## src/rtl/nibble_serial_add_ctrl.sv

```systemverilog
// Nibble-serial adder sequencer: feeds one 4-bit slice per cycle from latched
// operands and assembles the WIDTH-bit result between valid/ready handshakes.
module nibble_serial_add_ctrl #(
    parameter int WIDTH = 16
) (
    input  logic             clk,
    input  logic             rst_n,
    input  logic             in_valid,
    output logic             in_ready,
    input  logic [WIDTH-1:0] a,
    input  logic [WIDTH-1:0] b,
    input  logic             cin,
    output logic [3:0]       add_a,
    output logic [3:0]       add_b,
    output logic             add_cin,
    input  logic [3:0]       add_sum,
    input  logic             add_cout,
    output logic             out_valid,
    input  logic             out_ready,
    output logic [WIDTH-1:0] sum,
    output logic             cout
);
    localparam int NIBBLES = WIDTH / 4;
    localparam int IDXW    = (NIBBLES > 1) ? $clog2(NIBBLES) : 1;
    localparam logic [IDXW-1:0] LAST = IDXW'(NIBBLES - 1);

    typedef enum logic [1:0] {IDLE, RUN, DONE} state_t;

    state_t           state;
    logic [IDXW-1:0]  idx;
    logic             carry;
    logic [WIDTH-1:0] a_q, b_q;

    // Slice inputs are only live during RUN so the shared adder sees zeros otherwise.
    always_comb begin
        add_a   = 4'd0;
        add_b   = 4'd0;
        add_cin = 1'b0;
        if (state == RUN) begin
            add_a   = a_q[4*idx +: 4];
            add_b   = b_q[4*idx +: 4];
            add_cin = carry;
        end
    end

    always_ff @(posedge clk or negedge rst_n) begin
        if (!rst_n) begin
            state     <= IDLE;
            idx       <= '0;
            carry     <= 1'b0;
            a_q       <= '0;
            b_q       <= '0;
            sum       <= '0;
            cout      <= 1'b0;
            in_ready  <= 1'b0;
            out_valid <= 1'b0;
        end else begin
            case (state)
                IDLE: begin
                    in_ready <= 1'b1;
                    if (in_valid && in_ready) begin
                        a_q      <= a;
                        b_q      <= b;
                        carry    <= cin;
                        idx      <= '0;
                        sum      <= '0;
                        in_ready <= 1'b0;
                        state    <= RUN;
                    end
                end
                RUN: begin
                    sum[4*idx +: 4] <= add_sum;
                    carry           <= add_cout;
                    if (idx == LAST) begin
                        cout      <= add_cout;
                        out_valid <= 1'b1;
                        state     <= DONE;
                    end else begin
                        idx <= idx + 1'b1;
                    end
                end
                DONE: begin
                    if (out_ready) begin
                        out_valid <= 1'b0;
                        in_ready  <= 1'b1;
                        state     <= IDLE;
                    end
                end
                default: state <= IDLE;
            endcase
        end
    end
endmodule

```

## config.mk

```make
export PLATFORM = sky130hd
export DESIGN_NAME = nibble_serial_add_ctrl
export DESIGN_NICKNAME = d
export VERILOG_FILES = /design/src/rtl/nibble_serial_add_ctrl.sv
export SDC_FILE = /design/constraint.sdc
export NUM_CORES = 1
export LEC_CHECK = 0
export CAP_MARGIN = 10
export CORE_MARGIN = 2
export CORE_UTILIZATION = 43
export CTS_BUF_LIST = sky130_fd_sc_hd__clkbuf_16
export CTS_CLUSTER_DIAMETER = 30
export DETAILED_ROUTE_END_ITERATION = 10
export PLACE_DENSITY_LB_ADDON = 0.25
export SYNTH_ARGS = -nofsm -noshare
export SYNTH_HDL_FRONTEND = slang
export SYNTH_SLANG_ARGS = --single-unit
export TNS_END_PERCENT = 5
```

## constraint.sdc

```tcl
create_clock -name clk -period 1.7 [get_ports clk]
set_input_delay 0.34 -clock clk [delete_from_list [all_inputs] [get_ports clk]]
set_output_delay 0.34 -clock clk [all_outputs]
set_load 0.02 [all_outputs]
```

==> out/qor.tcl <==
set qor(critPathKind) {flip-flop to primary output}
set qor(area_growth_pct) 41.4
set qor(failing_checks) {negative setup slack}
set qor(num_io_pins) 70
set qor(port_buffers) 69
set qor(timing.final.setup_violations) 13
set qor(syn-instance-count) 242
set qor(routed_via_density) 4.98
set qor(clock_tree_from_tritoncts) {yes}
set qor(clock_insertion_delay_worst_skew_ns) 0.28
set qor(mappedNetlistArea_mm2) 0.00257
set qor(p_leak_nw) 1.73
set qor(layout-drive-gt1-share) 0.210
set qor(cp-startpoint) {idx[0]$_DFFE_PN0P_}
set qor(max_cap_viol_count) 0
set qor(power.total_mw) 6.70
set qor(layout.nets) 375
set qor(timing.final.hold_violations) 0
set qor(cts.reportedPaths.clkPinSlew_ns) 0.07
set qor(initial_utilization) 0.440
set qor(crit-reg2reg-capture) {sum[14]$_DFFE_PN0P_}
set qor(global_route_wire_length_before_repair_um) 9090
set qor(clock_tree.root_cell) {clkbuf_16}
set qor(finalWirelength_um) 5400
set qor(hp-class) {primary input to asynchronous set/reset pin}
set qor(syn_area_per_cell_um2) 10.6
set qor(max_freq_mhz) 522
set qor(mapped_nets) 289
set qor(ir_worst_vdd_uv) 760
set qor(p_switching_mw) 2.46
set qor(drtIter0Drc) 96
set qor(dr_total_vias) 2008
set qor(tritoncts.num_buffers) 5
set qor(yosys_warnings) 0
set qor(slew_headroom) 0.744
set qor(yosysTopAreaCell) {dfrtp_1}
set qor(power.sequential.fraction) 0.328
set qor(timing.final.crit_share) 1.13
set qor(critical_path.reg2reg.startpoint) {idx[0]$_DFFE_PN0P_}
set qor(layout_min_cycle_time_ns) 1.92
set qor(top_usage_layer) {met2}
set qor(gp_routability_congestion) 0.732
set qor(drc) 0
set qor(post-cts-setup-buffer-count) 0
set qor(drt_pass1_iterations) 4
set qor(grt_usage) 0.178
set qor(fin_tns_setup_ns) -1.72
set qor(cp_data_required_time_ns) 1.36
set qor(largest_net_degree_at_the_start_of_global_routing) 57
set qor(ff2ff_setup_slack_ns) -0.03
set qor(antennaDiodeCount) 0
set qor(hpwlAfterDp_um) 3940
set qor(worst_pin_slew_ns) 0.382
set qor(cp_data_arrival_time_ns) 1.58
set qor(power-per-cell-area_mw_per_mm2) 1840
set qor(yosys_register_bits) 56
set qor(synth.distinct_cells) 31
set qor(clockPowerShare) 0.141
set qor(cts_sinks) 56
set qor(fin_hold_ws_ns) 0.0350
set qor(placementRows) 28
set qor(p_comb_frac) 0.531
set qor(cts.path.max_buffers) 2
set qor(placeable_core_region_mm2) 0.00585
set qor(area_enclosed_by_the_die_boundary_mm2) 0.00662
set qor(groute.layer.met2.usage) 0.320
set qor(floorplan.die.width_um) 81.4
set qor(sequential_area_share_after_synthesis) 0.544
set qor(crit_path_max_fanout) 3
set qor(r2r.worst_path.cells) 7
set qor(groute.layer.met3.usage) 0.0300
set qor(setup_ws_ns) -0.217
set qor(h-tree-depth) 2
set qor(critPathCaptureType) {primary output}
set qor(antenna_found_initial) 0
set qor(skew_ns) 0.00507
set qor(floorplan.die.height_um) 81.4
set qor(setup.worst_path.end) {add_b[2]}
set qor(p_sw_frac) 0.367
set qor(avgRoutedWirePerCell_um) 13.4
set qor(grt_pass1_vias) 1982
set qor(cellInternalPower_mw) 4.24
set qor(use_met1) 0.221
set qor(detail-route-antenna-nets) 0
set qor(rsz0062_at_grt) {yes}
set qor(area_share_of_the_largest_cell_type_after_synthesis) 0.544
set qor(worstSetupStartpointType) {flip-flop}
set qor(grt-ovfl-total) 0
set qor(slew_viol_final) 0
set qor(synth.top_cells.by_area) {dfrtp_1, nand2_1, a22o_1}
set qor(status) {complete, but fails checks}
[power groups by stage]
stage          clock, mW  combinational [mW]  sequential, mW
6_report           0.948                3.56            2.20
3_3_place_gp           0                3.22            2.18
5_1_grt             1.03                3.91            2.26
2_1_floorplan          0                1.88            2.31
4_1_cts            0.985                3.58            2.20
3_5_place_dp           0                3.27            2.20
[worst min path at each step]
stage                     start                    to  slack (ns)  cells past startpoint
after global routing      rst_n    sum[4]$_DFFE_PN0P_        0.05                      2
after floorplan           rst_n    a_q[0]$_DFFE_PN0P_        0.04                      0
after detailed placement  rst_n    sum[6]$_DFFE_PN0P_        0.36                      2
after global placement    rst_n    sum[4]$_DFFE_PN0P_        0.36                      2
final                     rst_n  in_ready$_DFFE_PN0P_        0.03                      2
after CTS                 rst_n    sum[6]$_DFFE_PN0P_        0.05                      2
[routing by layer]
| layer | wire length [um] | vias to the layer above |
|---|---|---|
| li1 | - | 975 |
| met1 | 2310 | 977 |
| met2 | 2780 | 51 |
| met3 | 254 | 5 |
| met5 | 0 | - |
| met4 | 51 | 0 |
[synth_stat cells]
master,count
mux2_2,1
mux4_2,4
a21oi_2,3
buf_4,1
and2_1,9
nand4bb_1,1
a22o_1,15
o21ai_0,3
nor4_4,2
and2b_1,1
dfrtp_1,56
a22oi_1,1
a21oi_1,3
buf_2,8
clkbuf_1,2
and4bb_1,1
buf_12,1
nand3_1,1
inv_1,6
or3_2,1
nand2_1,101
buf_6,1
o2bb2ai_1,1
nor3_2,1
mux4_1,4
nor4_2,1
a31oi_1,1
nor2_1,3
ha_1,5
nand2b_1,3
a32o_1,1
[area by class of cell]
type,count,area (um2)
fillers,511,2210
flip-flops and latches,56,1400
multi-input cells,167,1100
repair buffers,92,887
clock buffers,5,125
well taps,75,93.8
inverters,6,25.0
clock inverters,2,7.51
[placed cells by master (no fill, tap or decap), drive strengths merged, types with 2 or more instances in the layout]
cell type and count:
ha 5, inv 6, clkdlybuf4s50 59, and2 9, nor2 3, clkinv 2
a22o 15, nand2 101, mux4 8, nor4 3, dfrtp 56, buf 33
o21ai 3, clkbuf 5, a21oi 6, nand2b 3
[kinds of logic after synthesis]
logic type / synth area share
and+or+nand+nor: 0.223
DFF: 0.544
AOI/OAI and AO/OA: 0.0856
buffers and inverters: 0.0423
muxes: 0.0802
adders and majority gates: 0.0243
[timing repair]
action,CTS,global route
hold buffers,0,0
pin swaps,13,3
setup endpoints to repair,25,27
gates resized for setup,73,3
endpoints found under the hold margin,0,0
[flip-flops by register name, indices dropped and copies added (netlist names), 2 cells and up]
| signal | cells |
|---|---|
| a_q | 16 |
| state | 2 |
| sum | 16 |
| b_q | 16 |
| idx | 2 |
[worst max-delay path: stages (launching register included)]
cell,delay [ns]
dfrtp_2,0.40
buf_6,0.12
mux4_2,0.50
and2_4,0.15
buf_6,0.12
[per-stage QoR]
step / setup slack [ns] / cell area (um2) / instances / util
5_1_grt: -0.276 / 3640 / 403 / 0.622
6_report: -0.217 / 3640 / 403 / 0.622
3_3_place_gp: -0.398 / 3450 / 396 / 0.590
2_1_floorplan: 0.0209 / 2570 / 242 / -
3_5_place_dp: -0.378 / 3450 / 396 / 0.590
4_1_cts: -0.272 / 3630 / 403 / 0.621
Power figures use the tool's default switching activity.
